<file path="config.mk">
export PLATFORM = sky130hd
export DESIGN_NAME = wl_napot_demux
export DESIGN_NICKNAME = d
export VERILOG_FILES = /design/src/rtl/wl_napot_demux.sv
export SDC_FILE = /design/constraint.sdc
export NUM_CORES = 1
export LEC_CHECK = 0
export CAP_MARGIN = 15
export CORE_AREA = 2 2 367 369
export CTS_CLUSTER_DIAMETER = 60
export DETAILED_ROUTE_END_ITERATION = 6
export DIE_AREA = 0 0 369 371
export GPL_ROUTABILITY_DRIVEN = 0
export PLACE_DENSITY_LB_ADDON = 0.2
export SETUP_SLACK_MARGIN = 0.02
export SYNTH_ARGS = -nofsm -noshare
export SYNTH_HDL_FRONTEND = slang
export SYNTH_SLANG_ARGS = --single-unit
</file>
<file path="constraint.sdc">
create_clock -name clk_i -period 4 [get_ports clk_i]
set_input_delay 0.4 -clock clk_i [delete_from_list [all_inputs] [get_ports clk_i]]
set_output_delay 0.4 -clock clk_i [all_outputs]
set_load 0.05 [all_outputs]
</file>
<file path="src/rtl/wl_napot_demux.sv">
// NAPOT address demultiplexer for the core-data reqrsp bus: one requester, NumPorts targets,
// in-order responses tracked by a small FIFO, local error responses for unmapped addresses.
package wl_napot_demux_pkg;
    typedef struct packed {
        logic [31:0] addr;
        logic        write;
        logic [31:0] data;
        logic [3:0]  strb;
    } core_data_req_chan_t;

    typedef struct packed {
        logic [31:0] data;
        logic        error;
    } core_data_rsp_chan_t;

    typedef struct packed {
        core_data_req_chan_t q;
        logic                q_valid;
        logic                p_ready;
    } core_data_req_t;

    typedef struct packed {
        core_data_rsp_chan_t p;
        logic                p_valid;
        logic                q_ready;
    } core_data_rsp_t;

    typedef struct packed {
        logic [31:0] idx;
        logic [31:0] base;
        logic [31:0] mask;
    } addr_napot_demux_rule_t;
endpackage

module wl_napot_demux
    import wl_napot_demux_pkg::*;
#(
    parameter int unsigned NumPorts       = 4,
    parameter int unsigned NumRules       = 4,
    parameter int unsigned MaxOutstanding = 4,
    parameter bit          DefaultPortEn  = 1'b0,
    parameter int unsigned DefaultPort    = 0,
    parameter int unsigned ErrCntWidth    = 16
) (
    input  logic                                  clk_i,
    input  logic                                  rst_i,
    input  addr_napot_demux_rule_t [NumRules-1:0] rules_i,
    input  core_data_req_t                        slv_req_i,
    output core_data_rsp_t                        slv_rsp_o,
    output core_data_req_t [NumPorts-1:0]         mst_req_o,
    input  core_data_rsp_t [NumPorts-1:0]         mst_rsp_i,
    output logic [ErrCntWidth-1:0]                err_cnt_o,
    output logic                                  busy_o
);

    localparam int unsigned TgtW = $clog2(NumPorts + 1);
    localparam int unsigned PtrW = $clog2(MaxOutstanding);
    localparam int unsigned CntW = PtrW + 1;
    // Target index NumPorts stands for "no port": answered locally with an error.
    localparam logic [TgtW-1:0] ErrTgt  = TgtW'(NumPorts);
    localparam logic [CntW-1:0] FullCnt = CntW'(MaxOutstanding);

    logic [TgtW-1:0]        tgt;
    logic                   matched;
    logic                   tgt_is_err;
    logic                   tgt_q_ready;
    logic [TgtW-1:0]        mem_q [MaxOutstanding];
    logic [TgtW-1:0]        mem_d [MaxOutstanding];
    logic [PtrW-1:0]        wptr_q, wptr_d, rptr_q, rptr_d;
    logic [CntW-1:0]        cnt_q, cnt_d;
    logic [ErrCntWidth-1:0] err_cnt_q, err_cnt_d;
    logic                   full, empty, q_ready, p_valid, push, pop;
    logic [TgtW-1:0]        head;
    logic                   head_is_err, head_p_valid;
    core_data_rsp_chan_t    head_p;

    assign full        = (cnt_q == FullCnt);
    assign empty       = (cnt_q == '0);
    assign head        = mem_q[rptr_q];
    assign head_is_err = (head == ErrTgt);
    assign tgt_is_err  = (tgt == ErrTgt);

    // Address decode: lowest-index matching rule wins; out-of-range rule indices fall to ERR.
    always_comb begin
        tgt     = DefaultPortEn ? TgtW'(DefaultPort) : ErrTgt;
        matched = 1'b0;
        for (int unsigned r = 0; r < NumRules; r++) begin
            if (!matched && ((slv_req_i.q.addr & rules_i[r].mask) ==
                             (rules_i[r].base & rules_i[r].mask))) begin
                matched = 1'b1;
                tgt     = (rules_i[r].idx < 32'(NumPorts)) ? TgtW'(rules_i[r].idx) : ErrTgt;
            end
        end
    end

    // Select the decoded target's q_ready and the FIFO head's response channel.
    always_comb begin
        tgt_q_ready  = 1'b0;
        head_p_valid = 1'b0;
        head_p       = '0;
        for (int unsigned t = 0; t < NumPorts; t++) begin
            if (tgt == TgtW'(t)) begin
                tgt_q_ready = mst_rsp_i[t].q_ready;
            end
            if (head == TgtW'(t)) begin
                head_p_valid = mst_rsp_i[t].p_valid;
                head_p       = mst_rsp_i[t].p;
            end
        end
    end

    // Request fan-out and response return; everything is forced idle while in reset.
    always_comb begin
        q_ready   = !rst_i && !full && (tgt_is_err || tgt_q_ready);
        p_valid   = 1'b0;
        slv_rsp_o = '0;
        if (!rst_i && !empty) begin
            if (head_is_err) begin
                p_valid             = 1'b1;
                slv_rsp_o.p.data    = '0;
                slv_rsp_o.p.error   = 1'b1;
            end else begin
                p_valid     = head_p_valid;
                slv_rsp_o.p = head_p;
            end
        end
        slv_rsp_o.q_ready = q_ready;
        slv_rsp_o.p_valid = p_valid;
        for (int unsigned t = 0; t < NumPorts; t++) begin
            mst_req_o[t].q       = slv_req_i.q;
            mst_req_o[t].q_valid = slv_req_i.q_valid && !rst_i && !full && (tgt == TgtW'(t));
            mst_req_o[t].p_ready = slv_req_i.p_ready && !rst_i && !empty && (head == TgtW'(t));
        end
    end

    assign push      = slv_req_i.q_valid && q_ready;
    assign pop       = p_valid && slv_req_i.p_ready;
    assign busy_o    = !rst_i && !empty;
    assign err_cnt_o = rst_i ? '0 : err_cnt_q;

    // Tracking FIFO and error counter next state.
    always_comb begin
        mem_d     = mem_q;
        wptr_d    = wptr_q;
        rptr_d    = rptr_q;
        cnt_d     = cnt_q;
        err_cnt_d = err_cnt_q;
        if (push) begin
            mem_d[wptr_q] = tgt;
            wptr_d        = wptr_q + 1'b1;
        end
        if (pop) begin
            rptr_d = rptr_q + 1'b1;
        end
        case ({push, pop})
            2'b10:   cnt_d = cnt_q + CntW'(1);
            2'b01:   cnt_d = cnt_q - CntW'(1);
            default: cnt_d = cnt_q;
        endcase
        if (push && tgt_is_err && (err_cnt_q != {ErrCntWidth{1'b1}})) begin
            err_cnt_d = err_cnt_q + 1'b1;
        end
    end

    // State registers with synchronous reset; in-flight entries are dropped on reset.
    always_ff @(posedge clk_i) begin
        if (rst_i) begin
            for (int unsigned i = 0; i < MaxOutstanding; i++) begin
                mem_q[i] <= '0;
            end
            wptr_q    <= '0;
            rptr_q    <= '0;
            cnt_q     <= '0;
            err_cnt_q <= '0;
        end else begin
            mem_q     <= mem_d;
            wptr_q    <= wptr_d;
            rptr_q    <= rptr_d;
            cnt_q     <= cnt_d;
            err_cnt_q <= err_cnt_d;
        end
    end

endmodule
</file>
### After elaboration in Yosys (flattened, before gate mapping)

Cells that the tools add are included.

| operators by class | value |
|---|---|
| add/sub/neg operators | 5 |
| magnitude comparators | 7 |
| equality and inequality tests | 16 |
| multiplexer cells | 35 |
| bitwise operators | 10 |
| reduce and logical (&&, ||, !) cells | 34 |

Operators with widths:

| cell | count |
|---|---|
| $and A32 B32 Y32 | 8 |
| $mux W33 | 6 |
| $eq A32 B32 Y1 | 4 |
| $lt A32 B3 Y1 const B | 4 |
| $mux W3 | 11 |
| $logic_and A1 B1 Y1 | 23 |
| $add A16 B1 Y16 const B | 1 |
| $mux W16 | 1 |
| $ne A16 B16 Y1 const B | 1 |
| $mux W1 | 13 |
| $bwmux W12 | 1 |
| $eq A3 B2 Y1 const B | 4 |
| $eq A3 B3 Y1 const B | 3 |
| $logic_not A3 Y1 | 3 |
| $bmux W3 S2 | 1 |
| $demux W3 S2 | 1 |
| $eq A3 B1 Y1 const B | 2 |
| $ge A3 B3 Y1 const B | 2 |
| $logic_not A1 Y1 | 6 |
| $not A2 Y3 | 2 |
| $pmux W3 S2 | 1 |
| $add A2 B1 Y2 const B | 2 |
| $add A3 B1 Y3 const B | 1 |
| $lt A3 B1 Y1 const B | 1 |
| other kinds (5) | 5 |

| storage, ports and cells | value |
|---|---|
| register bits after elaboration | 35 |
| bits of input ports | 597 |
| output and inout bits | 336 |
| word-level logic and storage cells | 115 |

### Longest topological paths before layout

Gate-level depths: netlist of the first run.

| logic depth | value |
|---|---|
| depth in word-level cells | 22 |
| gate-level depth with buffers | 15 |
| gate-level depth less buffers | 15 |

### Worst setup path before layout of the first run

No wires, ideal clock.

| timing path | value |
|---|---|
| path type | in2reg |
| from | in slv_req_i[53] (netlist bit) |
| to | reg cnt_q[2] |
| setup time | 0.071 ns |
| data arrival time | 3.683 ns |
| data required time | 3.929 ns |
| slack | 0.247 ns |
| stages | 14 |
| path buffers | 0 |
| cells stage by stage | xor2_1 a22oi_1 nand4_1 nor4_2 and3_1 a211o_1 mux4_2 o21ai_4 ha_1 inv_1 fa_1 xor2_1 or3_1 a21oi_1 |

| on the way | value |
|---|---|
| word-level cells in the longest chain between the ends | 22 |
| elaborated cells between the ends (all ways) | 37 |
| those cells by class | eq/ne (10); mux (12); bitwise (4); reduce/logical (11) |

RTL lines:

| item | line | RTL |
|---|---|---|
| start: declaration | 48 | `input core_data_req_t slv_req_i,` |
| $and A32 B32 Y32 | 88 | `if (!matched && ((slv_req_i.q.addr & rules_i[r].mask) ==` |
| $eq A32 B32 Y1 | 88 |  |
| $mux W1 | 88 |  |
| $logic_not A1 Y1 | 88 |  |
| $logic_and A1 B1 Y1 | 88 |  |
| $mux W1 | 88 |  |
| $logic_not A1 Y1 | 88 |  |
| $logic_and A1 B1 Y1 | 88 |  |
| [3 not listed] | -- |  |
| $mux W3 * | 88 |  |
| $logic_not A3 Y1 | 102 | `if (tgt == TgtW'(t)) begin` |
| $mux W1 (4 in series) | 102 |  |
| $logic_or A1 B1 Y1 * | 114 | `q_ready = !rst_i && !full && (tgt_is_err \|\| tgt_q_ready);` |
| $logic_and A1 B1 Y1 * | 114 |  |
| $logic_and A1 B1 Y1 * | 136 | `assign push = slv_req_i.q_valid && q_ready;` |
| $eq A2 B1 Y1 or $eq A2 B2 Y1 (tied branches) | 155 | `case ({push, pop})` |
| $pmux W3 S2 or $reduce_bool A2 Y1 (tied branches) | -- |  |
| end signal: assignment | 179 | `cnt_q <= cnt_d;` |
| end: declaration | 70 | `logic [CntW-1:0] cnt_q, cnt_d;` |

Mark *: on every way between the ends. The rest lies on a longest branch, timed or not.
A chain may end at the register's enable or synchronous reset.

### Worst setup path after layout of the first run

| timing path | value |
|---|---|
| from | in rules_i[331] (netlist bit) |
| to | reg cnt_q[2] |

| on the way | value |
|---|---|
| word-level cells in the longest chain between the ends | 14 |
| elaborated cells between the ends (all ways) | 20 |
| those cells by class | eq/ne (7); mux (6); bitwise (1); reduce/logical (6) |

RTL lines:

| item | line | RTL |
|---|---|---|
| start: declaration | 47 | `input addr_napot_demux_rule_t [NumRules-1:0] rules_i,` |
| $and A32 B32 Y32 * | 89 | `(rules_i[r].base & rules_i[r].mask))) begin` |
| $eq A32 B32 Y1 * | 88 |  |
| $logic_and A1 B1 Y1 * | 88 |  |
| $mux W3 * | 88 |  |
| $logic_not A3 Y1 | 102 |  |
| $mux W1 (4 in series) | 102 |  |
| $logic_or A1 B1 Y1 * | 114 |  |
| $logic_and A1 B1 Y1 * | 114 |  |
| $logic_and A1 B1 Y1 * | 136 |  |
| $eq A2 B1 Y1 or $eq A2 B2 Y1 (tied branches) | 155 |  |
| $pmux W3 S2 or $reduce_bool A2 Y1 (tied branches) | -- |  |

Marked as above.

==> results.py, run 1 <==
metrics = {
    "run_status": {
        "status": "finished, violations left",
        "violations": "negative setup slack",
    },
    "sta": {
        "slew_headroom_pct": 49.18,
        "rsz0062_at_grt": "true",
        "fin_crit_sh_pct": 101.9,
        "fin_hold_ws_ns": 0.4551,
        "worst-slew-pin-transition_ns": 0.7599,
        "slew_viol_final": 0,
        "skew_ns": 0.005401,
        "period_minus_slack_ns": 4.075,
        "max_freq_mhz": 245.4,
        "setup-tns-final_ns": -0.07474,
        "finalWorstSetupSlack_ns": -0.07474,
        "hold_viol": 0,
        "setup_viol_count_final": 1,
    },
    "global_route": {
        "grt_pass1_vias": 10430,
        "antenna_found_initial": 45,
        "overflow": 0,
        "grt_max_degree": 53,
        "grt_pass1_wl_mm": 91.91,
        "grt.total_usage_pct": 9.857,
    },
    "synthesis": {
        "netlist_top_cells_count": "buf_4 (278), nand2_1 (154), xor2_1 (134), a22oi_1 (64), dfxtp_1 (35)",
        "async_flop_share_pct": 0,
        "syn-instance-count": 1011,
        "synth.distinct_cells": 51,
        "yosys_warnings": 0,
        "synth_most_common_cell": "buf_4",
        "yosysSeqAreaShare_pct": 9.710,
        "synth_top_area_share_pct": 28.92,
        "synth.area.top_cells": "buf_4 (29%), xor2_1 (16%), dfxtp_1 (9.7%), nand2_1 (8.0%), a22oi_1 (6.7%)",
        "syn_nets": 1615,
        "synth_area_per_cell_um2": 7.137,
        "synthesis.area_mm2": 0.007216,
        "synthFlopType": "dfxtp_1",
        "synth_seq_cells": 35,
        "synth_largest_area_cell": "buf_4",
        "synth-edff-count": 0,
    },
    "pwr": {
        "intPower_uw": 1556,
        "seq_power_share_pct": 14.1,
        "p_sw_uw": 1081,
        "clkPwrFrac_pct": 15.0,
        "power_uw": 2637,
        "ir_worst_vdd_mv": 0.1636,
        "switching_share_pct": 40.99,
        "leakage_uw": 0.006411,
        "powerDensity_mw_per_mm2": 152.7,
        "p_comb_share_pct": 71.0,
    },
    "critical_path": {
        "start_kind": "primary input",
        "crit_chain": "clkdlybuf4s50_1, xor2_1, a22oi_1, nand4_1, nor4_4, buf_4, nand2b_4, o21ai_4, a211o_1, mux4_2, o21ai_4, ha_4, inv_2, fa_2, xor2_1, or3_1, a21oi_2",
        "worstSetupPathType": "primary input to register",
        "crit_arrival_ns": 4.29,
        "path_buf_inv": 3,
        "critPathSlowestCell": "mux4_2",
        "slowest_delay_ns": 0.62,
        "critPathMaxFanout": 3,
        "end_kind": "register",
        "critPathRequiredTime_ns": 4.21,
        "crit_family": "compound AO/OA/AOI/OAI gates",
    },
    "floorplan": {
        "die_w_um": 369,
        "fp.coreArea_mm2": 0.1328,
        "initial_utilization_pct": 5.434,
        "die-area_mm2": 0.1369,
        "rows": 134,
        "pin_count": 933,
        "die_y_um": 371,
    },
    "hold_path": {
        "hp-class": "register to register",
    },
    "cts": {
        "cts_sinks": 35,
        "clkTransAtPathRegs_ns": 0.06,
        "clockBufferDepth": 2,
        "cts_tree": "done",
        "worstSkewPairLatency_ns": 0.28,
        "clockRootBuffer": "clkbuf_16",
        "cts_made_buffers": 5,
        "htreeDepth": 2,
        "ctsHoldBuffers": 0,
    },
    "placement": {
        "dp_hpwl_mm": 64.97,
        "placed_cells": 3350,
        "io_buffer_count": 747,
    },
    "routing": {
        "firstDrtPassIters": 4,
        "drcViolationCount": 0,
        "viasPerCell": 2.763,
        "wl_per_cell_um": 21.00,
        "vias": 9398,
        "ant_nets": 0,
        "drtIter0Drc": 226,
        "wl_mm": 71.42,
    },
    "cells_and_area": {
        "fillers": 15360,
        "area_growth_pct": 139.4,
        "final_cells": 3401,
        "fin_nets": 2232,
        "drive_gt1_share_pct": 21.25,
    },
    "job": {
        "drv_cap": 0,
    },
}
## flip-flops by register name, summed over array words and instances, names as in the netlist
register   count
wptr_q         2
mem_q         12
err_cnt_q     16
cnt_q          3
rptr_q         2
## worst min-delay path, delay by kind of cell, from the launching register on
| kind | cells | cell delay (ns) |
|---|---|---|
| simple gates | 1 | 0.05 |
| flops | 1 | 0.31 |
| mux | 1 | 0.05 |
## kinds of logic (layout without fill, tap and decap cells)
| logic type | count (synthesis) | count (layout) | synth area share, % |
|---|---|---|---|
| muxes | 20 | 20 | 3.416 |
| xor gates and xnor gates | 139 | 139 | 16.87 |
| other | 0 | 5 | 0 |
| AOI/OAI and AO/OA | 154 | 154 | 15.24 |
| and+or+nand+nor | 328 | 328 | 21.92 |
| adders and majority gates | 7 | 7 | 1.318 |
| buffers and inverters | 328 | 945 | 31.52 |
| DFF | 35 | 35 | 9.710 |
## through the flow
stage	instance area (um2)	setup WS, ns	util (%)
after floorplan	7216	0.2467	-
after global placement	16190	-1.024	12.19
after detailed placement	16190	-1.067	12.19
after CTS	16840	-0.2707	12.68
after global routing	17260	-0.2436	13.00
final	17270	-0.07474	13.01
## layer usage
| layer | track usage, % | wire length, um | vias up |
|---|---|---|---|
| met5 | 0 | 176 | - |
| met4 | 1.170 | 1025 | 28 |
| met3 | 3.695 | 7131 | 107 |
| met2 | 19.75 | 38970 | 579 |
| met1 | 9.710 | 24120 | 4236 |
| li1 | - | - | 4448 |
## worst paths after layout
path / startpoint / to / slack, ns / cells after the start
max: rules_i[331] / cnt_q[2]$_SDFFE_PP0P_ / -0.07 / 17
min: mem_q[10]$_SDFFE_PP0P_ / mem_q[10]$_SDFFE_PP0P_ / 0.46 / 2
max reg2reg: rptr_q[1]$_SDFFE_PP0P_ / cnt_q[2]$_SDFFE_PP0P_ / 0.85 / 13
min reg2reg: mem_q[10]$_SDFFE_PP0P_ / mem_q[10]$_SDFFE_PP0P_ / 0.46 / 2
## cells in the final DEF, fill, tap and decap left out, types with 33 or more instances in the layout
| cell | count |
|---|---|
| dfxtp_1 | 35 |
| a22oi_1 | 33 |
| nand2_1 | 153 |
| dlymetal6s2s_1 | 38 |
| xor2_1 | 112 |
| a31oi_1 | 33 |
| clkdlybuf4s50_1 | 608 |
| buf_4 | 143 |
| buf_12 | 47 |
## final cells by class
cell class / instances / area [um2] / area share [%]
Antenna cell: 5 / 12.51 / 0.07244
Clock buffer: 6 / 138.9 / 0.8041
Tap cell: 1768 / 2212 / 12.81
Clock inverter: 1 / 5.005 / 0.02898
Sequential cell: 35 / 700.7 / 4.057
Inverter: 17 / 67.56 / 0.3912
Timing Repair Buffer: 921 / 9365 / 54.22
Multi-Input combinational cell: 648 / 4770 / 27.62
## power by group through the flow
stage	logic (uW)	clock network, uW	registers [uW]
floorplan	1140	0	374
global placement	1840	0	378
detailed placement	1840	0	378
CTS	1890	413	371
global route	1990	426	372
finish	1870	395	371
## what timing repair did
action / CTS / global route
buffers inserted: 26 / 20
gates resized for setup: 160 / 133
pin swaps: 61 / 80
setup endpoints to repair: 17 / 12
Power figures use the tool's default switching activity.
==> run 2: changes to the inputs <==
--- a/config.mk
+++ b/config.mk
@@ -12,6 +12,7 @@
 export DIE_AREA = 0 0 369 371
 export GPL_ROUTABILITY_DRIVEN = 0
 export PLACE_DENSITY_LB_ADDON = 0.2
+export RECOVER_POWER = 50
 export SETUP_SLACK_MARGIN = 0.02
 export SYNTH_ARGS = -nofsm -noshare
 export SYNTH_HDL_FRONTEND = slang
==> results.py, run 2 (synthesis gave the netlist of run 1 again) <==
metrics = {
    "critical_path": {
        "end_kind": "register",
        "regToRegEndpoint": "cnt_q[2]$_SDFFE_PP0P_",
        "start_kind": "primary input",
        "worstSetupPathType": "primary input to register",
        "crit_arrival_ns": 4.29,
        "cp-startpoint": "rules_i[331]",
        "r2r_slack_ns": 0.85,
        "critPathRequiredTime_ns": 4.21,
        "reg2reg_depth": 13,
        "rr_startpoint": "rptr_q[1]$_SDFFE_PP0P_",
        "critPathMaxFanout": 3,
    },
    "global_route": {
        "antenna_found_initial": 45,
        "grt.total_usage_pct": 9.857,
        "grt_max_degree": 53,
        "grt_pass1_wl_mm": 91.91,
        "overflow": 0,
        "grt_pass1_vias": 10430,
    },
    "cells_and_area": {
        "multi_input_area_mm2": 0.004770,
        "final_common_cell": "clkdlybuf4s50_1",
        "final_cells": 3401,
        "fin_nets": 2232,
        "top_regs": "err_cnt_q x16, mem_q x12, cnt_q x3",
        "fin_util_pct": 13.01,
        "fillers": 15360,
        "largest_register": "err_cnt_q",
        "area.sequential_um2": 700.7,
        "drive_gt1_share_pct": 21.25,
        "layout_common_cells": "clkdlybuf4s50_1 (574), nand2_1 (153), buf_4 (143)",
        "largest_reg_flops": 16,
        "area_growth_pct": 139.4,
    },
    "cts": {
        "clockRootBuffer": "clkbuf_16",
        "cts_made_buffers": 5,
        "htreeDepth": 2,
        "worstSkewPairLatency_ns": 0.28,
        "ctsHoldBuffers": 0,
        "clockBufferDepth": 2,
        "clkTransAtPathRegs_ns": 0.06,
        "cts_tree": "done",
        "cts_sinks": 35,
    },
    "floorplan": {
        "die_w_um": 369,
        "die-area_mm2": 0.1369,
        "fp.coreArea_mm2": 0.1328,
        "rows": 134,
        "die_y_um": 371,
        "pin_count": 933,
        "initial_utilization_pct": 5.434,
    },
    "hold_path": {
        "holdPathEnd": "mem_q[10]$_SDFFE_PP0P_",
        "hp-class": "register to register",
        "min-delay-start": "mem_q[10]$_SDFFE_PP0P_",
        "hold-path-cell-count": 2,
    },
    "routing": {
        "drtIter0Drc": 253,
        "viasPerCell": 2.766,
        "wl_per_cell_um": 21.00,
        "vias": 9406,
        "firstDrtPassIters": 4,
        "drcViolationCount": 0,
        "ant_nets": 0,
        "wl_mm": 71.42,
    },
    "sta": {
        "slew_viol_final": 0,
        "fin_crit_sh_pct": 101.9,
        "max_freq_mhz": 245.4,
        "slew_headroom_pct": 48.75,
        "rsz0062_at_grt": "true",
        "worst-slew-pin-transition_ns": 0.7664,
        "setup_viol_count_final": 1,
        "skew_ns": 0.005853,
        "finalWorstSetupSlack_ns": -0.07481,
        "hold_viol": 0,
        "period_minus_slack_ns": 4.075,
    },
    "job": {
        "drv_cap": 0,
    },
    "run_status": {
        "status": "finished, violations left",
        "violations": "negative setup slack",
    },
    "placement": {
        "io_buffer_count": 747,
        "placed_cells": 3350,
        "dp_hpwl_mm": 64.97,
        "post-place-ws_ns": -1.067,
    },
    "pwr": {
        "leakage_uw": 0.006420,
        "ir_worst_vdd_mv": 0.1636,
        "powerDensity_mw_per_mm2": 152.2,
    },
}
==> run 2: cell types whose count changed in the layout (fill, tap and decap cells not counted), sizes merged <==
cell	delta
clkdlybuf4s50	-34
dlygate4sd3	+34
==> run 2: area by class of cell <==
class / count / share of cell area, %
tap: 1768 / 12.81
inverter: 17 / 0.3912
antenna: 5 / 0.07244
clock inverter: 1 / 0.02898
clock buffer: 6 / 0.8041
timing repair buffer: 921 / 54.22
sequential: 35 / 4.057
multi-input combinational: 648 / 27.62
==> run 2: what timing repair did <==
action                                  4_1_cts  5_1_grt
resized for setup                           160      133
buffers inserted                             26       20
pin swaps                                    61       80
endpoints found under the setup margin       17       12
==> run 2: how the worst max path moves through the flow <==
stage                                 end  slack, ns  cells after the start
floorplan           cnt_q[2]$_SDFFE_PP0P_       0.25                     14
global placement    cnt_q[2]$_SDFFE_PP0P_      -1.02                     18
detailed placement  cnt_q[2]$_SDFFE_PP0P_      -1.07                     18
CTS                 cnt_q[2]$_SDFFE_PP0P_      -0.27                     19
global route        cnt_q[2]$_SDFFE_PP0P_      -0.24                     17
finish              cnt_q[2]$_SDFFE_PP0P_      -0.07                     17
==> run 2: per-stage QoR <==
step / hold WS [ns] / power (uW) / area [um2] / TNS, ns
2_1_floorplan: 0.4277 / 1513 / 7216 / 0
3_3_place_gp: 0.4466 / 2220 / 16190 / -7.914
3_5_place_dp: 0.4486 / 2214 / 16190 / -9.376
4_1_cts: 0.4577 / 2670 / 16840 / -0.5146
5_1_grt: 0.4709 / 2780 / 17260 / -0.4842
6_report: 0.4550 / 2630 / 17270 / -0.07481
==> run 2: report_power, final <==
| group | leakage, uW | total [uW] | switching [uW] | internal (uW) |
|---|---|---|---|---|
| clock | 0.0000727 | 395 | 151 | 243 |
| sequential | 0.000283 | 371 | 10.9 | 360 |
| combinational | 0.00606 | 1860 | 918 | 947 |
==> run 2: layer usage <==
metal  GRT usage (%)  wire, um  up-vias
met4           1.170      1012       28
met2           19.75     39010      580
li1                -         -     4447
met1           9.710     24140     4244
met3           3.695      7080      107
met5               0       176        -
==> run 2: critical path: stages <==
cell and delay [ns]:
clkdlybuf4s50_1 0.42, xor2_1 0.20, a22oi_1 0.21, nand4_1 0.24, nor4_4 0.26, buf_4 0.17
nand2b_4 0.06, o21ai_4 0.15, a211o_1 0.20, mux4_2 0.62, o21ai_4 0.21, ha_4 0.17
inv_2 0.04, fa_2 0.33, xor2_1 0.15, or3_1 0.32, a21oi_2 0.13
